<file path="config.mk">
export PLATFORM = sky130hd
export DESIGN_NAME = fetch_controller
export DESIGN_NICKNAME = d
export VERILOG_FILES = /design/src/rtl/fetch_pkg.sv /design/src/rtl/fetch_skid_buffer.sv /design/src/rtl/fetch_controller.sv
export SDC_FILE = /design/constraint.sdc
export NUM_CORES = 1
export LEC_CHECK = 0
export ABC_AREA = 0
export CORE_UTILIZATION = 45
export CTS_BUF_LIST = sky130_fd_sc_hd__clkbuf_8
export CTS_CLUSTER_SIZE = 12
export DETAILED_ROUTE_END_ITERATION = 10
export HOLD_SLACK_MARGIN = 0.15
export PLACE_DENSITY = 0.67
export REMOVE_ABC_BUFFERS = 1
export SLEW_MARGIN = 30
export SYNTH_ARGS = -nofsm -noshare
export SYNTH_HDL_FRONTEND = slang
export SYNTH_SLANG_ARGS = --single-unit
</file>
<file path="constraint.sdc">
create_clock -name clk -period 9.1 [get_ports clk]
set_input_delay 2.73 -clock clk [delete_from_list [all_inputs] [get_ports clk]]
set_output_delay 2.73 -clock clk [all_outputs]
set_load 0.05 [all_outputs]
</file>
<file path="src/rtl/fetch_pkg.sv">
// Shared types and constants for the instruction fetch sequencer.
// The opcode field position is fixed by the ISA, independent of INSTR_WIDTH.
package fetch_pkg;

    typedef enum logic [1:0] {
        IDLE  = 2'd0,
        FETCH = 2'd1,
        HALT  = 2'd2
    } fetch_state_e;

    localparam logic [5:0] HALT_OPCODE = 6'b111111;
    localparam int         OPCODE_MSB  = 31;
    localparam int         OPCODE_LSB  = 26;

endpackage

</file>
<file path="src/rtl/fetch_skid_buffer.sv">
// One-entry holding register for a returning instruction read while decode stalls.
// Flush wins over load, and load wins over drain, so drain+load replaces the entry.
module fetch_skid_buffer #(
    parameter int DATA_WIDTH = 32,
    parameter int PC_WIDTH   = 7
) (
    input  logic                  clk,
    input  logic                  rst,
    input  logic                  load_i,
    input  logic                  drain_i,
    input  logic                  flush_i,
    input  logic [DATA_WIDTH-1:0] data_i,
    input  logic [PC_WIDTH-1:0]   pc_i,
    output logic [DATA_WIDTH-1:0] data_o,
    output logic [PC_WIDTH-1:0]   pc_o,
    output logic                  valid_o
);

    logic [DATA_WIDTH-1:0] data_q;
    logic [PC_WIDTH-1:0]   pc_q;
    logic                  valid_q;

    always_ff @(posedge clk or posedge rst) begin
        if (rst) begin
            data_q  <= '0;
            pc_q    <= '0;
            valid_q <= 1'b0;
        end else if (flush_i) begin
            valid_q <= 1'b0;
        end else if (load_i) begin
            data_q  <= data_i;
            pc_q    <= pc_i;
            valid_q <= 1'b1;
        end else if (drain_i) begin
            valid_q <= 1'b0;
        end
    end

    assign data_o  = data_q;
    assign pc_o    = pc_q;
    assign valid_o = valid_q;

endmodule

</file>
<file path="src/rtl/fetch_controller.sv">
// PC sequencer for a synchronous instruction memory: issues one address per cycle,
// tracks the outstanding reads and delivers words to decode through a valid/stall handshake.
module fetch_controller
    import fetch_pkg::*;
#(
    parameter int PC_WIDTH    = 7,
    parameter int INSTR_WIDTH = 32,
    parameter int MEM_DEPTH   = 32
) (
    input  logic                   clk,
    input  logic                   rst,
    input  logic                   start,
    input  logic [PC_WIDTH-1:0]    start_pc,
    input  logic                   stall,
    input  logic                   redirect_valid,
    input  logic [PC_WIDTH-1:0]    redirect_pc,
    output logic [PC_WIDTH-1:0]    imem_addr,
    input  logic [INSTR_WIDTH-1:0] imem_rdata,
    output logic [INSTR_WIDTH-1:0] instr,
    output logic [PC_WIDTH-1:0]    instr_pc,
    output logic                   instr_valid,
    output logic                   halted,
    output logic                   addr_error
);

    localparam logic [31:0] DEPTH_U = 32'(MEM_DEPTH);
    localparam logic [31:0] LAST_U  = DEPTH_U - 32'd1;

    function automatic logic in_range(input logic [PC_WIDTH-1:0] p);
        return 32'(p) < DEPTH_U;
    endfunction

    function automatic logic [PC_WIDTH-1:0] pc_inc(input logic [PC_WIDTH-1:0] p);
        if (32'(p) == LAST_U) return '0;
        return p + PC_WIDTH'(1);
    endfunction

    fetch_state_e           state_q, state_d;
    logic [PC_WIDTH-1:0]    pc_q, pc_d;
    logic [PC_WIDTH-1:0]    addr_q, addr_d;
    // req: address on the bus this cycle; dat: its word is on imem_rdata this cycle
    logic                   req_q, req_d;
    logic [PC_WIDTH-1:0]    req_pc_q, req_pc_d;
    logic                   dat_q, dat_d;
    logic [PC_WIDTH-1:0]    dat_pc_q, dat_pc_d;
    logic [INSTR_WIDTH-1:0] instr_q, instr_d;
    logic [PC_WIDTH-1:0]    instr_pc_q, instr_pc_d;
    logic                   valid_q, valid_d;
    logic                   err_q, err_d;

    logic                   skid_load, skid_drain, skid_flush, skid_valid;
    logic [INSTR_WIDTH-1:0] skid_data;
    logic [PC_WIDTH-1:0]    skid_pc;

    logic                   out_free, load_en, halting, issue;
    logic [INSTR_WIDTH-1:0] load_word;
    logic [PC_WIDTH-1:0]    load_pc;

    fetch_skid_buffer #(
        .DATA_WIDTH(INSTR_WIDTH),
        .PC_WIDTH  (PC_WIDTH)
    ) u_skid (
        .clk    (clk),
        .rst    (rst),
        .load_i (skid_load),
        .drain_i(skid_drain),
        .flush_i(skid_flush),
        .data_i (imem_rdata),
        .pc_i   (dat_pc_q),
        .data_o (skid_data),
        .pc_o   (skid_pc),
        .valid_o(skid_valid)
    );

    always_comb begin
        state_d    = state_q;
        pc_d       = pc_q;
        addr_d     = addr_q;
        req_d      = 1'b0;
        req_pc_d   = req_pc_q;
        dat_d      = dat_q;
        dat_pc_d   = dat_pc_q;
        instr_d    = instr_q;
        instr_pc_d = instr_pc_q;
        valid_d    = valid_q;
        err_d      = err_q;
        skid_load  = 1'b0;
        skid_drain = 1'b0;
        skid_flush = 1'b0;
        out_free   = !valid_q || !stall;
        load_en    = 1'b0;
        load_word  = imem_rdata;
        load_pc    = dat_pc_q;
        halting    = 1'b0;
        issue      = 1'b0;

        case (state_q)
            FETCH: begin
                if (redirect_valid) begin
                    valid_d    = 1'b0;
                    dat_d      = 1'b0;
                    skid_flush = 1'b1;
                    if (in_range(redirect_pc)) begin
                        pc_d = redirect_pc;
                    end else begin
                        err_d   = 1'b1;
                        state_d = HALT;
                    end
                end else begin
                    if (out_free) begin
                        if (skid_valid) begin
                            load_en    = 1'b1;
                            load_word  = skid_data;
                            load_pc    = skid_pc;
                            skid_drain = 1'b1;
                            skid_load  = dat_q;
                        end else if (dat_q) begin
                            load_en = 1'b1;
                        end else begin
                            valid_d = 1'b0;
                        end
                    end else if (dat_q && !skid_valid) begin
                        skid_load = 1'b1;
                    end
                    // With output and skid both full the word stays parked on the
                    // memory bus: no issue can happen, so imem_addr is unchanged.
                    if (out_free || !skid_valid) begin
                        dat_d    = req_q;
                        dat_pc_d = req_pc_q;
                    end
                    if (load_en) begin
                        instr_d    = load_word;
                        instr_pc_d = load_pc;
                        valid_d    = 1'b1;
                    end
                    halting = load_en && (load_word[OPCODE_MSB:OPCODE_LSB] == HALT_OPCODE);
                    if (halting) begin
                        state_d    = HALT;
                        dat_d      = 1'b0;
                        skid_flush = 1'b1;
                    end
                    issue = !stall && !skid_valid && !halting;
                    if (issue) begin
                        addr_d   = pc_q;
                        req_d    = 1'b1;
                        req_pc_d = pc_q;
                        pc_d     = pc_inc(pc_q);
                    end
                end
            end
            default: begin
                if (valid_q && !stall) valid_d = 1'b0;
                if (start) begin
                    if (in_range(start_pc)) begin
                        state_d  = FETCH;
                        addr_d   = start_pc;
                        req_d    = 1'b1;
                        req_pc_d = start_pc;
                        pc_d     = pc_inc(start_pc);
                    end else begin
                        err_d   = 1'b1;
                        state_d = HALT;
                    end
                end
            end
        endcase
    end

    always_ff @(posedge clk or posedge rst) begin
        if (rst) begin
            state_q    <= IDLE;
            pc_q       <= '0;
            addr_q     <= '0;
            req_q      <= 1'b0;
            req_pc_q   <= '0;
            dat_q      <= 1'b0;
            dat_pc_q   <= '0;
            instr_q    <= '0;
            instr_pc_q <= '0;
            valid_q    <= 1'b0;
            err_q      <= 1'b0;
        end else begin
            state_q    <= state_d;
            pc_q       <= pc_d;
            addr_q     <= addr_d;
            req_q      <= req_d;
            req_pc_q   <= req_pc_d;
            dat_q      <= dat_d;
            dat_pc_q   <= dat_pc_d;
            instr_q    <= instr_d;
            instr_pc_q <= instr_pc_d;
            valid_q    <= valid_d;
            err_q      <= err_d;
        end
    end

    assign imem_addr   = addr_q;
    assign instr       = instr_q;
    assign instr_pc    = instr_pc_q;
    assign instr_valid = valid_q;
    assign halted      = (state_q == HALT);
    assign addr_error  = err_q;

endmodule
</file>
Word level (Yosys, flattened, before mapping)
Index checks and enable logic that the tools add are counted.
{ "word_totals": {"memories": 0, "mem_bits_rw": 0, "input_bits": 51, "word_cells": 136, "latchBits": 0, "mem_bits_ro": 0, "ff_bits": 106} }
{ "classes": {"n_lt_le_gt_ge": 2, "add_sub_neg": 2, "n_reduce_logical": 25, "n_eq_ne": 17, "n_div": 0, "n_shift": 0, "mux": 75, "bitwise_logic": 2, "multipliers": 0} }
{ "ops": {"columns": ["operator", "n"], "rows": [
  ["$mux 32", 4],
  ["$mux 7", 17],
  ["$mux 1", 48],
  ["$reduce_and 4->1", 4],
  ["$add 7x1->7 const B", 2],
  ["$eq 7x5->1 const B", 2],
  ["$lt 7x6->1 const B", 2],
  ["$mux 2", 6],
  ["$ne 3x3->1 const B", 4],
  ["$ne 4x4->1 const B", 3],
  ["$reduce_and 3->1", 3],
  ["$ne 2x2->1 const B", 4],
  ["$eq 6x6->1 const B", 1],
  ["$reduce_bool 2->1", 3],
  ["$reduce_bool 3->1", 2],
  ["$logic_and 1x1->1", 5],
  ["$logic_not 1->1", 4],
  ["$reduce_and 2->1", 2],
  ["$eq 2x1->1 const B", 1],
  ["$eq 2x2->1 const B", 1],
  ["$logic_or 1x1->1", 2],
  ["$ne 2x1->1 const B", 1],
  ["$not 1->1", 2]
]} }

Depth between registers and ports, before layout
Gate-level depths: netlist (run 1).
{ "depth": {"depth_word": 16, "mapped_depth": 8, "ltp_nobuf": 6} }

Hierarchy
Synthesis (run 1) repeated with hierarchy kept, for this count alone.
{ "unflattened": {"hier_cells": 437, "hier_area_um2": 5078.6} }
{ "modules_own_cells": {"columns": ["mod", "area_per_inst_um2", "instances", "cells_each"], "rows": [
  ["fetch_controller", 3522.1, 1, 349],
  ["fetch_skid_buffer", 1556.5, 1, 88]
]} }

Worst setup path after synthesis (run 1)
Ideal clock, no wire load.
{ "synth_path": {"kind": "input to register", "from": "input imem_rdata[26]", "to": "register u_skid.data_q[0] (netlist: u_skid.data_o[0])", "slack_ns": 4.975, "required_ns": 8.975, "arrival_time_ns": 4.000, "stages": 7, "cell_sequence": "and4_4 -> mux2_4 -> nand2_2 -> o2111ai_2 -> buf_6 -> buf_12 -> mux2_4"} }
{ "synth_between": {"elab_chain_len": 11} }
{ "synth_rtl": {"columns": ["element", "line", "text"], "rows": [
  ["start: declaration", "fetch_controller.sv:18", "input logic [INSTR_WIDTH-1:0] imem_rdata,"],
  ["$mux 32", "fetch_controller.sv:111", "if (skid_valid) begin"],
  ["$mux 32 (*)", "fetch_controller.sv:110", "if (out_free) begin"],
  ["$mux 32 (*)", "fetch_controller.sv:99", "if (redirect_valid) begin"],
  ["$mux 32 (*)", "fetch_controller.sv:97", "case (state_q)"],
  ["$eq 6x6->1 (*)", "fetch_controller.sv:136", "halting = load_en && (load_word[OPCODE_MSB:OPCODE_LSB] == HALT_OPCODE);"],
  ["$logic_and 1x1->1 (*)", "fetch_controller.sv:136", null],
  ["$mux 1 (*)", "fetch_controller.sv:137", "if (halting) begin"],
  ["$mux 1 (*)", "fetch_controller.sv:99", null],
  ["$mux 1 (*)", "fetch_controller.sv:97", null],
  ["$not 1->1 (no source line) (*)", null, null],
  ["$reduce_and 2->1 (no source line) (*)", null, null],
  ["end signal: assignment", "fetch_skid_buffer.sv:31", "data_q <= data_i;"],
  ["end: declaration", "fetch_skid_buffer.sv:19", "logic [DATA_WIDTH-1:0] data_q;"]
]} }
Every way passes the cells marked *; elsewhere a longest branch is shown, timed or not. The select of a mux whose other input is x is not followed.
A chain may end at the register's enable or synchronous reset.

Final worst setup path (run 1)
{ "layout_path": {"from": "input stall", "to": "register u_skid.data_q[10] (netlist: u_skid.data_o[10])"} }
{ "layout_between": {"elab_chain_len": 12, "word_cells_on_any_way": 18} }
{ "layout_rtl": {"columns": ["element", "line", "text"], "rows": [
  ["start: declaration", "fetch_controller.sv:14", "input logic stall,"],
  ["$logic_not 1->1 (*)", "fetch_controller.sv:90", "out_free = !valid_q || !stall;"],
  ["$logic_or 1x1->1 (*)", "fetch_controller.sv:90", null],
  ["$mux 32", "fetch_controller.sv:110", null],
  ["$mux 32", "fetch_controller.sv:99", null],
  ["$mux 32", "fetch_controller.sv:97", null],
  ["$eq 6x6->1", "fetch_controller.sv:136", null],
  ["$logic_and 1x1->1", "fetch_controller.sv:136", null],
  ["$mux 1", "fetch_controller.sv:137", null],
  ["$mux 1", "fetch_controller.sv:99", null],
  ["$mux 1", "fetch_controller.sv:97", null],
  ["$not 1->1 (no source line)", null, null],
  ["$reduce_and 2->1 (no source line) (*)", null, null]
]} }
Marked as above.

==> flow_summary.json, run 1 <==
{
  "status": "completed",
  "min_path_type": "reg -> reg",
  "hold_buffers": 0,
  "synth-edff-count": 0,
  "seqPwrFrac_pct": 41.7,
  "total_power_uw": 1600,
  "p_per_area_nw_per_um2": 257,
  "multi_input_area_um2": 2140,
  "yosysTopAreaCellShare_pct": 53.8,
  "p_int_uw": 939,
  "fp-row-count": 37,
  "ctsResizeCount": 0,
  "drive_above_1_share_pct": 14.4,
  "die-area_um2": 11400,
  "synth_area_leaders": "dfrtp_1, mux2_2, mux2i_1",
  "syn_inst": 437,
  "tightest_slew_ns": 0.816,
  "cts_made_buffers": 9,
  "gp_congestion": 0.840,
  "grt_pass1_wl_um": 17000,
  "die_w_um": 107,
  "yosysTopAreaCell": "dfrtp_1",
  "syn_to_final_growth_pct": 26.0,
  "cp.required_ns": 9.34,
  "finalHoldViolCount": 0,
  "critical_path.max_fanout": 39,
  "synth-seq-cells": 106,
  "dr_wl_met3_um": 510,
  "drv_slew": 0,
  "path_class": "in -> reg",
  "yosys_warnings": 0,
  "final_cells": 669,
  "ir_drop_v": 0.000135,
  "crit_chain": "clkdlybuf4s50_1 > nand2_1 > and2_2 > buf_4 > o2111ai_4 > buf_4 > mux2_2",
  "top_layer": "met4",
  "async_flop_share_pct": 100,
  "cp_num_buf_inv": 3,
  "min_period_over_period_pct": 53.3,
  "maxCapViolations": 0,
  "ys_types": 47,
  "cts_root_buf": "clkbuf_8",
  "fillers": 922,
  "path_common_cell": "buf_4",
  "grt_usage_pct": 18.7,
  "grt.overflow.total": 0,
  "ys_top_cells_by_count": "dfrtp_1, nand2_1, o21ai_0",
  "grt_setup_unrepaired": "false",
  "fin_skew_ns": 0.0170,
  "hpwl_um": 6870,
  "maxSlewHeadroom_pct": 45.6,
  "grt_pass1_vias": 3425,
  "clkTransAtPathRegs_ns": 0.10,
  "seq_area_um2": 2650,
  "htreeDepth": 3,
  "met2_length_um": 4580,
  "cpPeakStageDelay_ns": 0.51,
  "drtAntennaViolNets": 0,
  "vias_per_cell": 5.31,
  "rrSetupSlack_ns": 6.50,
  "p_leak_uw": 0.00274,
  "initial_utilization_pct": 47.1,
  "fin_crit_ns": 4.85,
  "die_h_um": 107,
  "cts_setup_buffers": 0,
  "crit_slowest_cell": "clkdlybuf4s50_1",
  "path_delay_family": "buffers and inverters",
  "cts_tree": "yes",
  "cp-start-kind": "input pin",
  "design_area_um2": 6210,
  "fmax_mhz": 206,
  "drc": 0,
  "io_pins": 100,
  "setup_viol": 0,
  "synth_ff_type": "dfrtp_1",
  "antenna_found_initial": 0,
  "timing.hold.ws_ns": 0.487,
  "diodes": 0,
  "drt-total-wl_um": 10000,
  "drt_pass1_iterations": 4,
  "p_clk_share_pct": 17.6,
  "wl_per_cell_um": 15.0,
  "setup_tns_ns": 0,
  "wl_met1_um": 4860,
  "seq_area_frac_synth_pct": 53.8,
  "synth_area_um2": 4930,
  "syn_avg_cell_area_um2": 11.3,
  "p_comb_share_pct": 40.7,
  "swShare_pct": 41.3,
  "dp.cells": 653,
  "design.core.area_um2": 10500,
  "end_kind": "flip-flop",
  "insertion_delay_ns": 0.35,
  "p_sw_uw": 659,
  "portBuffers": 99,
  "finalNetCount": 581,
  "clk_path_buf_depth": 2,
  "vias": 3552,
  "yosysMostFrequentCell": "dfrtp_1",
  "cts_sinks": 106,
  "dr.first_iter.drc_count": 163,
  "critPathArrivalTime_ns": 5.10,
  "grt_max_degree": 79,
  "dpl_cell_area_um2": 6010
}
worst register-to-register path, cell delays in order, from the launching register on:
cell      delay, ns
dfrtp_1        0.43
nand2b_1       0.53
nor2_2         0.54
nand3_1        0.37
nand2_1        0.27
mux2_2         0.35
area by class of cell:
class                           count  area share, %
Timing Repair Buffer              103           16.5
Inverter                            5          0.342
Clock buffer                       10           2.22
Clock inverter                      6          0.987
Tap cell                          136           2.74
Multi-Input combinational cell    303           34.5
Sequential cell                   106           42.7
state kept, by name (all words and copies together), names as in the netlist:
name / cells
state_q: 2
dat_pc_q: 7
addr_error: 1
pc_q: 7
u_skid.data_o: 32
u_skid.valid_o: 1
instr: 32
req_q: 1
u_skid.pc_o: 7
req_pc_q: 7
instr_valid: 1
dat_q: 1
instr_pc: 7
placed cells by master (no fill, tap or decap), types with 2 or more instances in the layout:
cell             synthesis  final
o31ai_1                  2      2
mux2_4                  11     11
nor3_1                   2      2
xnor2_1                  4      4
buf_4                    3      3
o31a_1                   3      3
dfrtp_1                106    106
nand2_1                 67     67
inv_1                    5      4
mux2i_1                 41     41
and2_1                   4      3
xor2_1                   3      3
o211ai_1                 2      2
ha_1                     2      2
o21ai_1                  4      4
o21ai_0                 46     46
and4_1                   2      2
nand3_1                  9      9
a41oi_1                  2      2
clkinv_4                 0      3
mux2_2                  37     37
clkdlybuf4s50_1          0     99
nor2_1                  17     17
a22o_1                   2      2
nand4_1                  2      2
a21oi_1                  8      8
and3_1                   3      3
a211oi_1                 2      2
a31oi_1                 10     10
nor3b_1                  2      2
clkbuf_8                 0     10
routing by layer:
layer	vias up	global-route usage (%)
met1	1721	27.5
met4	0	5.77
met3	7	2.61
met5	-	0
met2	96	28.6
li1	1728	-
through the flow:
step                utilization (%)  setup slack, ns
floorplan                         -             3.05
global placement               57.4             3.90
detailed placement             57.4             3.86
CTS                            59.3             4.24
global route                   59.4             4.13
finish                         59.4             4.25
logic make-up (layout without fill, tap and decap cells):
| family | Yosys count | count (layout) | share of synthesized area (%) |
|---|---|---|---|
| adders and majority gates | 2 | 2 | 0.507 |
| xor gates and xnor gates | 7 | 7 | 1.24 |
| buffers and inverters | 28 | 124 | 3.02 |
| AOI/OAI and AO/OA | 88 | 88 | 10.7 |
| DFF | 106 | 106 | 53.8 |
| muxes | 89 | 89 | 20.1 |
| and+or+nand+nor | 117 | 117 | 10.6 |
worst paths after layout:
kind                             start           endpoint  cells past startpoint
setup / recovery                 stall  u_skid.data_o[10]                      7
hold / removal             instr_pc[5]        instr_pc[5]                      2
setup reg to reg            state_q[1]            pc_q[1]                      5
hold reg to reg            instr_pc[5]        instr_pc[5]                      2
max in group asynchronous          rst        req_pc_q[0]                      3
min in group asynchronous          rst           instr[7]                      2
power by group through the flow:
stage	combinational, uW	sequential, uW	clock, uW
2_1_floorplan	196	906	0
3_3_place_gp	649	672	0
3_5_place_dp	655	677	0
4_1_cts	656	668	291
5_1_grt	692	686	313
6_report	650	667	281
Power figures use the tool's default switching activity.
==> inputs of run 2 (changes only) <==
==> constraint.sdc (replaced) <==
create_clock -name clk -period 5.05 [get_ports clk]
set_input_delay 1.515 -clock clk [delete_from_list [all_inputs] [get_ports clk]]
set_output_delay 1.515 -clock clk [all_outputs]
set_load 0.05 [all_outputs]
==> flow_summary.json, run 2 (synthesis gave the netlist of run 1 again) <==
{
  "initial_utilization_pct": 47.1,
  "cts_made_buffers": 9,
  "fmax_mhz": 276,
  "grt_max_degree": 79,
  "vias_per_cell": 5.27,
  "insertion_delay_ns": 0.36,
  "status": "completed",
  "seqPwrFrac_pct": 41.7,
  "fin_crit_ns": 3.63,
  "ir_drop_v": 0.000207,
  "dr.first_iter.drc_count": 217,
  "min_period_over_period_pct": 71.8,
  "crit_slowest_cell": "o2111ai_4",
  "maxSlewHeadroom_pct": 43.2,
  "grt_pass1_vias": 3558,
  "grt.overflow.total": 0,
  "final_cells": 670,
  "finalHoldViolCount": 0,
  "drtAntennaViolNets": 0,
  "drt_pass1_iterations": 4,
  "portBuffers": 99,
  "htreeDepth": 3,
  "die_h_um": 107,
  "cpPeakStageDelay_ns": 0.67,
  "min_path_type": "reg -> reg",
  "fin_skew_ns": 0.0146,
  "final_cell_mix": "dfrtp_1, clkdlybuf4s50_1, nand2_1",
  "swShare_pct": 41.6,
  "multi_input_area_um2": 2140,
  "drv_slew": 0,
  "syn_to_final_growth_pct": 26.0,
  "p_int_uw": 1680,
  "cts_sinks": 106,
  "clk_path_buf_depth": 2,
  "critical_path.max_fanout": 22,
  "p_sw_uw": 1200,
  "p_per_area_nw_per_um2": 463,
  "fp-row-count": 37,
  "io_pins": 100,
  "path_class": "in -> reg",
  "end_kind": "flip-flop",
  "cp-start-kind": "input pin",
  "maxCapViolations": 0,
  "critPathArrivalTime_ns": 3.87,
  "seq_area_um2": 2650,
  "gp_congestion": 0.846,
  "ctsResizeCount": 0,
  "diodes": 0,
  "drive_above_1_share_pct": 14.4,
  "wl_per_cell_um": 15.2,
  "setup_viol": 0,
  "timing.hold.ws_ns": 0.485,
  "dp.cells": 654,
  "antenna_found_initial": 0,
  "die-area_um2": 11400,
  "clkTransAtPathRegs_ns": 0.10,
  "drc": 0,
  "fillers": 901,
  "vias": 3533,
  "p_clk_share_pct": 17.3,
  "grt_pass1_wl_um": 17500,
  "hpwl_um": 6980,
  "grt_setup_unrepaired": "false",
  "tightest_slew_ns": 0.852,
  "p_leak_uw": 0.00275,
  "cp.required_ns": 5.30,
  "drt-total-wl_um": 10200,
  "grt_usage_pct": 19.3,
  "final_common_cell": "dfrtp_1",
  "crit_chain": "clkdlybuf4s50_1 > nand2_1 > and2_2 > o2111ai_4 > buf_4 > mux2_2",
  "cts_root_buf": "clkbuf_8",
  "setup_tns_ns": 0,
  "rrSetupSlack_ns": 2.17,
  "cts_setup_buffers": 0,
  "hold_buffers": 0,
  "design.core.area_um2": 10500,
  "cts_tree": "yes",
  "p_comb_share_pct": 41.1,
  "die_w_um": 107,
  "finalNetCount": 582
}
## run 2: area by class of cell
class	instances	share of cell area, %
Sequential cell	106	42.7
Clock buffer	9	1.99
Inverter	5	0.342
Multi-Input combinational cell	303	34.5
Clock inverter	7	0.987
Timing Repair Buffer	104	16.8
Tap cell	136	2.74
## run 2: critical path: cells and delay by family
family          cells  cell delay (ns)
compound gates      1             0.67
mux                 1             0.37
simple gates        2             0.34
buf+inv             2             0.94
## run 2: path summary, 6_finish.rpt
kind,startpoint,endpoint,cells past startpoint
max,stall,u_skid.pc_o[6],6
min,instr[2],instr[2],2
max reg2reg,state_q[1],u_skid.pc_o[3],5
min reg2reg,instr[2],instr[2],2
max in group asynchronous,rst,instr_pc[3],3
min in group asynchronous,rst,u_skid.data_o[7],2
## run 2: power groups by stage
stage	clock, uW	sequential, uW	combinational [uW]
after floorplan	0	1630	354
after detailed placement	0	1220	1190
final	497	1200	1180
after global placement	0	1210	1180
after global routing	546	1230	1260
after CTS	512	1200	1190
## run 2: per-layer routing
layer | GRT usage [%] | vias up | part of all wire (%)
li1 | - | 1731 | -
met1 | 28.4 | 1682 | 50
met2 | 29.4 | 109 | 44
met3 | 2.80 | 11 | 5.5
met4 | 5.87 | 0 | 1.1
met5 | 0 | - | 0
## run 2: metrics by stage
stage | total power, uW | setup slack, ns | cell area, um^2 | utilization, %
2_1_floorplan | 1990 | 0.218 | 4800 | -
3_3_place_gp | 2390 | 1.07 | 6030 | 57.6
3_5_place_dp | 2410 | 1.03 | 6030 | 57.6
4_1_cts | 2900 | 1.42 | 6210 | 59.4
5_1_grt | 3040 | 1.28 | 6210 | 59.4
6_report | 2880 | 1.42 | 6210 | 59.4
